## src/rtl/calculate_cycles_if.sv

```systemverilog
// rtl/calculate_cycles_if.sv - request/result bundle for the dt-to-cycles divider
interface calculate_cycles_if #(
  parameter int DT_WID          = 33,
  parameter int CYCLE_COUNT_WID = 18
);
  logic                       arm;
  logic [DT_WID-1:0]          dt;
  logic                       finished;
  logic [CYCLE_COUNT_WID-1:0] cycles;
  logic                       saturated;

  modport master (output arm, dt, input finished, cycles, saturated);
  modport slave  (input arm, dt, output finished, cycles, saturated);
endinterface

```

## src/rtl/calculate_cycles.sv

```systemverilog
// rtl/calculate_cycles.sv - floor(dt / SEC_PER_CYCLE) via restoring division, one quotient bit per clock
module calculate_cycles #(
  parameter int                           SEC_PER_CYCLE_WID = 15,
  parameter logic [SEC_PER_CYCLE_WID-1:0] SEC_PER_CYCLE     = 15'b010101011110011,
  parameter int                           CYCLE_COUNT_WID   = 18,
  parameter int                           DT_WID            = 33
) (
  input  logic              clk,
  input  logic              rst,
  calculate_cycles_if.slave bus
);

  localparam int SPW     = SEC_PER_CYCLE_WID;
  localparam int CW      = CYCLE_COUNT_WID;
  localparam int CNT_WID = $clog2(DT_WID + 1);
  localparam logic [CW-1:0]  MAX_CYCLES = {1'b0, {(CW-1){1'b1}}};
  localparam logic [SPW+1:0] SPC_W      = {2'b00, SEC_PER_CYCLE};

  typedef enum logic [1:0] {S_IDLE, S_RUN, S_DONE} state_t;

  state_t             state_q, state_d;
  logic [DT_WID-1:0]  div_q, div_d;
  logic [DT_WID-1:0]  quo_q, quo_d;
  logic [SPW:0]       rem_q, rem_d;
  logic [CNT_WID-1:0] cnt_q, cnt_d;
  logic [CW-1:0]      cycles_q, cycles_d;
  logic               sat_q, sat_d;

  logic [SPW+1:0]     rem_wide;
  logic               rem_ge;
  logic               quo_ovf;

  always_ff @(posedge clk or posedge rst) begin
    if (rst) begin
      state_q <= S_IDLE;
    end else begin
      state_q <= state_d;
    end
  end

  always_comb begin
    state_d = state_q;
    case (state_q)
      S_IDLE: if (bus.arm) state_d = bus.dt[DT_WID-1] ? S_DONE : S_RUN;
      S_RUN: begin
        if (!bus.arm)        state_d = S_IDLE;
        else if (cnt_q == 0) state_d = S_DONE;
      end
      S_DONE: if (!bus.arm) state_d = S_IDLE;
      default: state_d = S_IDLE;
    endcase
  end

  always_comb begin
    bus.finished  = (state_q == S_DONE);
    bus.cycles    = cycles_q;
    bus.saturated = sat_q;
  end

  // Remainder never exceeds SEC_PER_CYCLE, so one extra bit holds the shifted value.
  assign rem_wide = {rem_q, div_q[DT_WID-1]};
  assign rem_ge   = (rem_wide >= SPC_W);
  assign quo_ovf  = (quo_q > DT_WID'(MAX_CYCLES));

  always_comb begin
    div_d    = div_q;
    quo_d    = quo_q;
    rem_d    = rem_q;
    cnt_d    = cnt_q;
    cycles_d = cycles_q;
    sat_d    = sat_q;
    case (state_q)
      S_IDLE: begin
        if (bus.arm) begin
          if (bus.dt[DT_WID-1]) begin
            cycles_d = '0;
            sat_d    = 1'b1;
          end else begin
            div_d = bus.dt;
            quo_d = '0;
            rem_d = '0;
            cnt_d = CNT_WID'(DT_WID);
          end
        end
      end
      S_RUN: begin
        if (bus.arm) begin
          if (cnt_q != 0) begin
            div_d = {div_q[DT_WID-2:0], 1'b0};
            quo_d = {quo_q[DT_WID-2:0], rem_ge};
            rem_d = (SPW+1)'(rem_ge ? rem_wide - SPC_W : rem_wide);
            cnt_d = cnt_q - CNT_WID'(1);
          end else begin
            cycles_d = quo_ovf ? MAX_CYCLES : quo_q[CW-1:0];
            sat_d    = quo_ovf;
          end
        end
      end
      default: ;
    endcase
  end

  always_ff @(posedge clk or posedge rst) begin
    if (rst) begin
      div_q    <= '0;
      quo_q    <= '0;
      rem_q    <= '0;
      cnt_q    <= '0;
      cycles_q <= '0;
      sat_q    <= 1'b0;
    end else begin
      div_q    <= div_d;
      quo_q    <= quo_d;
      rem_q    <= rem_d;
      cnt_q    <= cnt_d;
      cycles_q <= cycles_d;
      sat_q    <= sat_d;
    end
  end

endmodule
```

## src/flat_wrapper.sv

```systemverilog
// flat-port wrapper written by rule: the top's interface ports become plain ports
module calculate_cycles_flat 
#(
  parameter int                           SEC_PER_CYCLE_WID = 15,
  parameter logic [SEC_PER_CYCLE_WID-1:0] SEC_PER_CYCLE     = 15'b010101011110011,
  parameter int                           CYCLE_COUNT_WID   = 18,
  parameter int                           DT_WID            = 33
)
  (clk, rst, bus_arm, bus_dt, bus_finished, bus_cycles, bus_saturated);
  calculate_cycles_if #(.DT_WID(DT_WID), .CYCLE_COUNT_WID(CYCLE_COUNT_WID)) bus_i ();
  input  logic clk;
  input  logic rst;
  input wire logic [$bits(bus_i.arm)-1:0] bus_arm;
  input wire logic [$bits(bus_i.dt)-1:0] bus_dt;
  output wire logic [$bits(bus_i.finished)-1:0] bus_finished;
  output wire logic [$bits(bus_i.cycles)-1:0] bus_cycles;
  output wire logic [$bits(bus_i.saturated)-1:0] bus_saturated;
  assign bus_i.arm = bus_arm;
  assign bus_i.dt = bus_dt;
  assign bus_finished = bus_i.finished;
  assign bus_cycles = bus_i.cycles;
  assign bus_saturated = bus_i.saturated;
  calculate_cycles #(.SEC_PER_CYCLE_WID(SEC_PER_CYCLE_WID), .SEC_PER_CYCLE(SEC_PER_CYCLE), .CYCLE_COUNT_WID(CYCLE_COUNT_WID), .DT_WID(DT_WID)) u_core (.clk(clk), .rst(rst), .bus(bus_i));
endmodule
```

## config.mk

```make
export PLATFORM = sky130hd
export DESIGN_NAME = calculate_cycles_flat
export DESIGN_NICKNAME = d
export VERILOG_FILES = /design/src/rtl/calculate_cycles_if.sv /design/src/rtl/calculate_cycles.sv /design/src/flat_wrapper.sv
export SDC_FILE = /design/constraint.sdc
export NUM_CORES = 1
export LEC_CHECK = 0
export ABC_AREA = 1
export BUFFER_PORTS_ARGS = -buffer_cell sky130_fd_sc_hd__buf_2
export CORE_ASPECT_RATIO = 0.6
export CORE_MARGIN = 5
export CORE_UTILIZATION = 40
export CTS_BUF_LIST = sky130_fd_sc_hd__clkbuf_16
export CTS_CLUSTER_DIAMETER = 200
export DETAILED_ROUTE_END_ITERATION = 8
export PLACE_DENSITY_LB_ADDON = 0.25
export SYNTH_ARGS = -nofsm -noshare
export SYNTH_HDL_FRONTEND = slang
export SYNTH_SLANG_ARGS = --single-unit
```

## constraint.sdc

```tcl
create_clock -name clk -period 4.35 [get_ports clk]
set_input_delay 0.87 -clock clk [delete_from_list [all_inputs] [get_ports clk]]
set_output_delay 0.87 -clock clk [all_outputs]
set_load 0.02 [all_outputs]
```

==> Flow_metrics.wiki, run 1 <==
{| class="wikitable"
! Metric !! Value
|-
| Clock-pin slew reported for the worst setup and hold paths after clock tree synthesis || 0.07 ns
|-
| Number of antenna repair diodes || 0
|-
| Most frequent cell after synthesis || nand2_1
|-
| Number of buffers inserted to repair setup after CTS || 0
|-
| Syn Nets || 650
|-
| Clock Tree Root || clkbuf_16
|-
| Arrival time worst endpoint || 2.70 ns
|-
| TritonCTS clock tree || built
|-
| Average instance area after synthesis || 8.54 sq um
|-
| Number of sinks driven by the clock tree || 109
|-
| Number of instances in the synthesized netlist || 611
|-
| Number of gates resized after cts || 0
|-
| Main area contributors after synthesis || dfrtp_1 (52%), nand2_1 (14%), inv_1 (5.3%)
|-
| Insertion delay of the later-clocked pin in the worst-skew pair || 0.35 ns
|-
| Detailed Route WL || 10900 um
|-
| Worst min-delay path category || flip-flop to flip-flop
|-
| Filler Cell Count || 1265
|-
| Routed vias/inst || 4.91
|-
| Portion of the post-synthesis area used by sequential elements || 52.3%
|-
| Most used standard cells in the synthesized netlist || nand2_1 (197), dfrtp_1 (109), inv_1 (73)
|-
| Crit Path Category || flip-flop to flip-flop
|-
| Row count || 32
|-
| Static Leak || 2.99 nW
|-
| Synth warn || 0
|-
| Fin crit share || 56.0%
|-
| Final Hold Violating Endpoints || 0
|-
| Required time at the worst-slack endpoint || 4.61 ns
|-
| Overflow left after global routing || 0
|-
| Critical Path Start Type || flip-flop
|-
| GR Layer Usage met3 || 4.12%
|-
| Total negative slack for setup checks || 0 ns
|-
| Share of the synthesized area in the top cell type || 52.3%
|-
| Total standard cell area after synthesis || 0.00522 sq mm
|-
| Pin count of the biggest net entering global routing || 66
|-
| Crit end category || flip-flop
|-
| Number of violations of the max-capacitance limit || 0
|-
| Layout Cell Area excl Fill || 0.00584 sq mm
|-
| Busiest metal layer after global routing || met1
|-
| Count of pins over their slew limit || 0
|-
| Tmin final || 2.44 ns
|-
| Maximum count of clock buffers along a single path || 2
|-
| Post-synth top flop || dfrtp_1
|-
| Number of vias in the routed layout || 4056
|-
| Final Wtd Congestion || 0.865
|-
| Total area of multi-input combinational cells || 0.00196 sq mm
|-
| # H-tree levels || 3
|-
| DP HPWL || 7370 um
|-
| Detailed router's first-iteration violation count || 252
|-
| Post-layout power || 0.00285 W
|-
| Total of endpoints with negative setup slack in the final report || 0
|-
| Global-route track usage on met2 || 22.0%
|-
| Number of enable-type register cells in the synthesized netlist || 0
|-
| Area after DPL || 0.00550 sq mm
|-
| Layout-stage area growth over the synthesis result || 11.9%
|-
| Register-to-register setup slack || 1.91 ns
|-
| Post-detailed-route DRC marker count || 0
|-
| DIE WIDTH || 157 um
|-
| Final net count || 690
|-
| CTS Buf Count || 9
|-
| Netlist cell types || 32
|-
| Run status || completed
|-
| Final setup skew || 0.00776 ns
|-
| Die height || 98.5 um
|-
| Wire length of the first global-routing pass || 19100 um
|-
| Actual transition at the worst max-transition pin || 0.853 ns
|-
| Worst-case headroom to the max-slew limit || 43.0%
|-
| Maximum VDD drop || 0.236 mV
|-
| GRT Util Overall || 15.1%
|-
| Number of synthesized register bits || 109
|-
| Total Die Area || 0.0155 sq mm
|-
| Vias in the first global route || 3918
|-
| Floorplan core area || 0.0128 sq mm
|-
| Unrepaired setup endpoints after global routing || no
|-
| Share of final-layout standard cells stronger than drive strength 1 || 16.8%
|-
| Hold-fix buffers at CTS || 0
|-
| Yosys top cell by area || dfrtp_1
|-
| Quantity of I/O buffers inserted on ports || 55
|-
| Register cell area after layout || 0.00273 sq mm
|-
| Maximum net fanout on the critical path || 65
|-
| Initial antenna violation count || 0
|-
| Proportion of register bits with asynchronous set or reset after synthesis || 100%
|-
| Fmax || 410 MHz
|-
| Pwr per Cell Area || 488 mW/mm^2
|-
| Average wire length per cell after detail routing || 13.3 um
|-
| Top-level port count || 56
|-
| Count of TritonRoute iterations in the first routing pass || 4
|-
| Initial Utilization || 40.7%
|-
| GR met1 Demand/Resource || 22.5%
|-
| Remaining number of nets flagged by the antenna check after routing || 0
|}
==> critical path, cell delays in order, from the launching register on <==
cell	delay, ns
dfrtp_1	0.38
inv_1	0.09
nand2_2	0.09
inv_2	0.32
nand2_2	0.11
inv_2	0.08
nand2_4	0.24
nand2_2	0.16
buf_4	0.56
o211ai_1	0.20
o21ai_0	0.12
==> placed cells by master (no fill, tap or decap) <==
cell / count
a21oi_1: 9
a22oi_1: 5
a22oi_2: 7
a31oi_1: 1
buf_2: 55
buf_4: 3
bufinv_16: 3
clkbuf_16: 9
clkinv_2: 2
dfrtp_1: 109
ha_1: 3
inv_1: 73
inv_2: 6
inv_4: 2
inv_6: 1
nand2_1: 197
nand2_2: 6
nand2_4: 1
nand3_1: 39
nand3_2: 1
nand4_1: 9
nand4_2: 1
nor2_1: 22
nor2_2: 3
nor2_4: 1
nor3_1: 2
nor3_4: 1
o211ai_1: 4
o211ai_2: 8
o21ai_0: 24
o21ai_1: 14
o22ai_1: 33
xor2_1: 2
==> kinds of logic (layout without fill, tap and decap cells) <==
group                    Yosys count  count (layout)  synth area share [%]
flip-flops                       109             109                  52.3
AND/OR/NAND/NOR                  283             283                  23.0
buffers and inverters            109             154                  10.2
adder cells (fa/ha/maj)            3               3                 0.719
XOR/XNOR                           2               2                 0.336
AO/OA/AOI/OAI                    105             105                  13.5
==> final timing paths <==
kind                                         endpoint  cells after the start                 start
worst max-delay path                  u_core.div_q[9]                     10     u_core.state_q[1]
worst min-delay path             u_core.bus.cycles[3]                      2  u_core.bus.cycles[3]
worst max register to register        u_core.div_q[9]                     10     u_core.state_q[1]
worst min register to register   u_core.bus.cycles[3]                      2  u_core.bus.cycles[3]
max in group asynchronous            u_core.div_q[22]                      3                   rst
min in group asynchronous       u_core.bus.cycles[12]                      2                   rst
==> registers in the layout, indices dropped and copies added, names as in the netlist <==
register / cells
u_core.bus.cycles: 18
u_core.bus.saturated: 1
u_core.cnt_q: 6
u_core.div_q: 33
u_core.quo_q: 33
u_core.rem_q: 16
u_core.state_q: 2
==> metal layers <==
metal	vias to the layer above	part of all wire, %
met2	75	42
li1	2060	-
met4	0	0.79
met3	8	5.3
met1	1913	52
met5	-	0
==> cell type report <==
type	count	area share, %
Multi-Input combinational cell	393	33.5
Inverter	80	5.23
Clock inverter	7	1.93
Sequential cell	109	46.7
Tap cell	170	3.64
Timing Repair Buffer	58	5.10
Clock buffer	9	3.86
==> per-stage QoR <==
| step | util, % | cells | hold WS [ns] | setup WS, ns |
|---|---|---|---|---|
| 2_1_floorplan | - | 611 | 0.449 | 0.606 |
| 3_3_place_gp | 42.9 | 810 | 0.460 | 1.98 |
| 3_5_place_dp | 42.9 | 810 | 0.462 | 1.93 |
| 4_1_cts | 45.6 | 826 | 0.481 | 1.91 |
| 5_1_grt | 45.6 | 826 | 0.489 | 1.65 |
| 6_report | 45.6 | 826 | 0.475 | 1.91 |
==> power breakdown <==
group,internal [W],switching [W]
registers,0.00120,0.000101
logic,0.000196,0.000424
clock network,0.000561,0.000374
Power figures use the tool's default switching activity.
==> run 2, diff against run 1 <==
==> constraint.sdc (replaced) <==
create_clock -name clk -period 2.3 [get_ports clk]
set_input_delay 0.46 -clock clk [delete_from_list [all_inputs] [get_ports clk]]
set_output_delay 0.46 -clock clk [all_outputs]
set_load 0.02 [all_outputs]
==> Flow_metrics.wiki, run 2 (synthesis results as in run 1) <==
{| class="wikitable"
! Metric !! Value
|-
| Maximum count of clock buffers along a single path || 2 (unchanged)
|-
| Count of pins over their slew limit || 0 (unchanged)
|-
| Average wire length per cell after detail routing || 13.6 um (+3.0%)
|-
| Crit end category || flip-flop
|-
| Clock Tree Root || clkbuf_16
|-
| Number of violations of the max-capacitance limit || 0 (unchanged)
|-
| Total of endpoints with negative setup slack in the final report || 0 (unchanged)
|-
| Post-detailed-route DRC marker count || 0 (unchanged)
|-
| Number of sinks driven by the clock tree || 109 (unchanged)
|-
| Path depth of the worst reg2reg path || 11 (+1)
|-
| Insertion delay of the later-clocked pin in the worst-skew pair || 0.34 ns (about the same)
|-
| Pre-CTS setup slack || 0.268 ns (-1.66 ns)
|-
| Number of gates resized after cts || 0 (unchanged)
|-
| Total negative slack for setup checks || 0 ns (unchanged)
|-
| Pwr per Cell Area || 885 mW/mm^2 (+81%)
|-
| TritonCTS clock tree || built
|-
| Detailed router's first-iteration violation count || 300 (+19%)
|-
| Number of vias in the routed layout || 4139 (+2.0%)
|-
| Filler Cell Count || 1234 (-2.5%)
|-
| Destination of the worst register-to-register timing path || u_core.rem_q[0]
|-
| Hold-fix buffers at CTS || 0 (unchanged)
|-
| Final Hold Violating Endpoints || 0 (unchanged)
|-
| CTS Buf Count || 9 (unchanged)
|-
| Final setup skew || 0.00850 ns (+0.000744 ns)
|-
| Run status || completed
|-
| Final net count || 697 (+1.0%)
|-
| DIE WIDTH || 157 um (unchanged)
|-
| Required time at the worst-slack endpoint || 2.57 ns (-2.04 ns)
|-
| Number of buffers inserted to repair setup after CTS || 0 (unchanged)
|-
| R2R Path Start || u_core.cnt_q[1]
|-
| Initial Utilization || 40.7% (unchanged)
|-
| Crit Path Category || flip-flop to flip-flop
|-
| Fmax || 497 MHz (+21%)
|-
| Remaining number of nets flagged by the antenna check after routing || 0 (unchanged)
|-
| Fin crit share || 87.4% (+31 points)
|-
| Wire length of the first global-routing pass || 19300 um (+1.1%)
|-
| Top-level port count || 56 (unchanged)
|-
| Static Leak || 3.01 nW (+0.64%)
|-
| Tmin final || 2.01 ns (-0.427 ns)
|-
| Pin count of the biggest net entering global routing || 66 (unchanged)
|-
| Unrepaired setup endpoints after global routing || no
|-
| Overflow left after global routing || 0 (unchanged)
|-
| Actual transition at the worst max-transition pin || 0.646 ns (-0.208 ns)
|-
| Quantity of I/O buffers inserted on ports || 55 (unchanged)
|-
| Floorplan core area || 0.0128 sq mm (unchanged)
|-
| Number of antenna repair diodes || 0 (unchanged)
|-
| Maximum VDD drop || 0.451 mV (+92%)
|-
| Number of placed instances with taps included || 817 (+0.86%)
|-
| Worst min-delay path category || primary input to async pin
|-
| Non-filler instance count after layout || 833 (+0.85%)
|-
| Maximum net fanout on the critical path || 21 (-68%)
|-
| Count of TritonRoute iterations in the first routing pass || 5 (+1)
|-
| Critical Path Start Type || flip-flop
|-
| Worst-case headroom to the max-slew limit || 56.9% (+14 points)
|-
| Total Die Area || 0.0155 sq mm (unchanged)
|-
| Final worst setup slack || 0.289 ns (-1.62 ns)
|-
| Final Wtd Congestion || 0.836 (-3.3%)
|-
| GRT Util Overall || 15.2% (+0.062 points)
|-
| Die height || 98.5 um (unchanged)
|-
| Routed vias/inst || 4.97 (+1.2%)
|-
| Register-to-register setup slack || 0.29 ns (-1.62 ns)
|-
| # H-tree levels || 3 (unchanged)
|-
| Most frequent cells in the layout || nand2_1 (197), dfrtp_1 (109), inv_1 (74), buf_2 (55), nand3_1 (39)
|-
| Initial antenna violation count || 0 (unchanged)
|-
| Most common cell after layout, fill and taps aside || nand2_1
|-
| Post-layout power || 0.00520 W (+82%)
|-
| Detailed Route WL || 11400 um (+3.8%)
|-
| Vias in the first global route || 4034 (+3.0%)
|-
| Arrival time worst endpoint || 2.28 ns (-0.42 ns)
|-
| Share of final-layout standard cells stronger than drive strength 1 || 17.2% (+0.43 points)
|-
| Layout-stage area growth over the synthesis result || 12.6%
|-
| Clock-pin slew reported for the worst setup and hold paths after clock tree synthesis || 0.07 ns (about the same)
|-
| DP HPWL || 7980 um (+8.3%)
|-
| Row count || 32 (unchanged)
|-
| Final core utilization || 45.9% (+0.29 points)
|}
## run 2: cell type report
| type | count | area (sq um) | share of cell area [%] |
|---|---|---|---|
| clock buffer | 9 | 225 | 3.83 |
| multi-input combinational | 393 | 1960 | 33.3 |
| clock inverter | 7 | 58.8 | 1.00 |
| timing repair buffer | 65 | 388 | 6.60 |
| inverter | 80 | 307 | 5.21 |
| tap | 170 | 213 | 3.62 |
| sequential | 109 | 2730 | 46.4 |
## run 2: worst max-delay path by stage
stage / slack [ns] / start / end / cells past startpoint
final: 0.29 / u_core.cnt_q[1] / u_core.rem_q[0] / 11
after global placement: 0.37 / u_core.cnt_q[1] / u_core.rem_q[0] / 11
after CTS: 0.25 / u_core.cnt_q[1] / u_core.rem_q[0] / 11
after global routing: 0.13 / u_core.cnt_q[1] / u_core.rem_q[0] / 11
after detailed placement: 0.27 / u_core.cnt_q[1] / u_core.rem_q[0] / 11
after floorplan: 0.52 / rst / u_core.bus.cycles[0] / 1
## run 2: layer usage
layer  global-route usage [%]  vias up  routed length [um]
li1                         -     2070                   -
met1                     22.2     1970                5680
met2                     22.4       91                4900
met3                     3.95        8                 692
met4                     4.03        0                  90
met5                        0        -                   0
## run 2: per-stage QoR
stage / area, sq um / hold WS (ns)
global route: 5880 / 0.210
finish: 5880 / 0.174
detailed placement: 5590 / 0.461
floorplan: 5220 / 0.449
CTS: 5880 / 0.187
global placement: 5590 / 0.460
## run 2: worst max-delay path, stage by stage, from the launching register on
cell,delay [ns]
dfrtp_1,0.38
inv_1,0.10
ha_1,0.18
nand4_2,0.15
nand2_2,0.11
inv_2,0.04
nand2_4,0.14
nand2_2,0.11
inv_2,0.25
buf_4,0.32
nand2_1,0.08
o21ai_1,0.08
## run 2: power breakdown
| group | internal (W) | switching [W] |
|---|---|---|
| logic | 0.000416 | 0.000817 |
| clock network | 0.000830 | 0.000677 |
| registers | 0.00226 | 0.000196 |
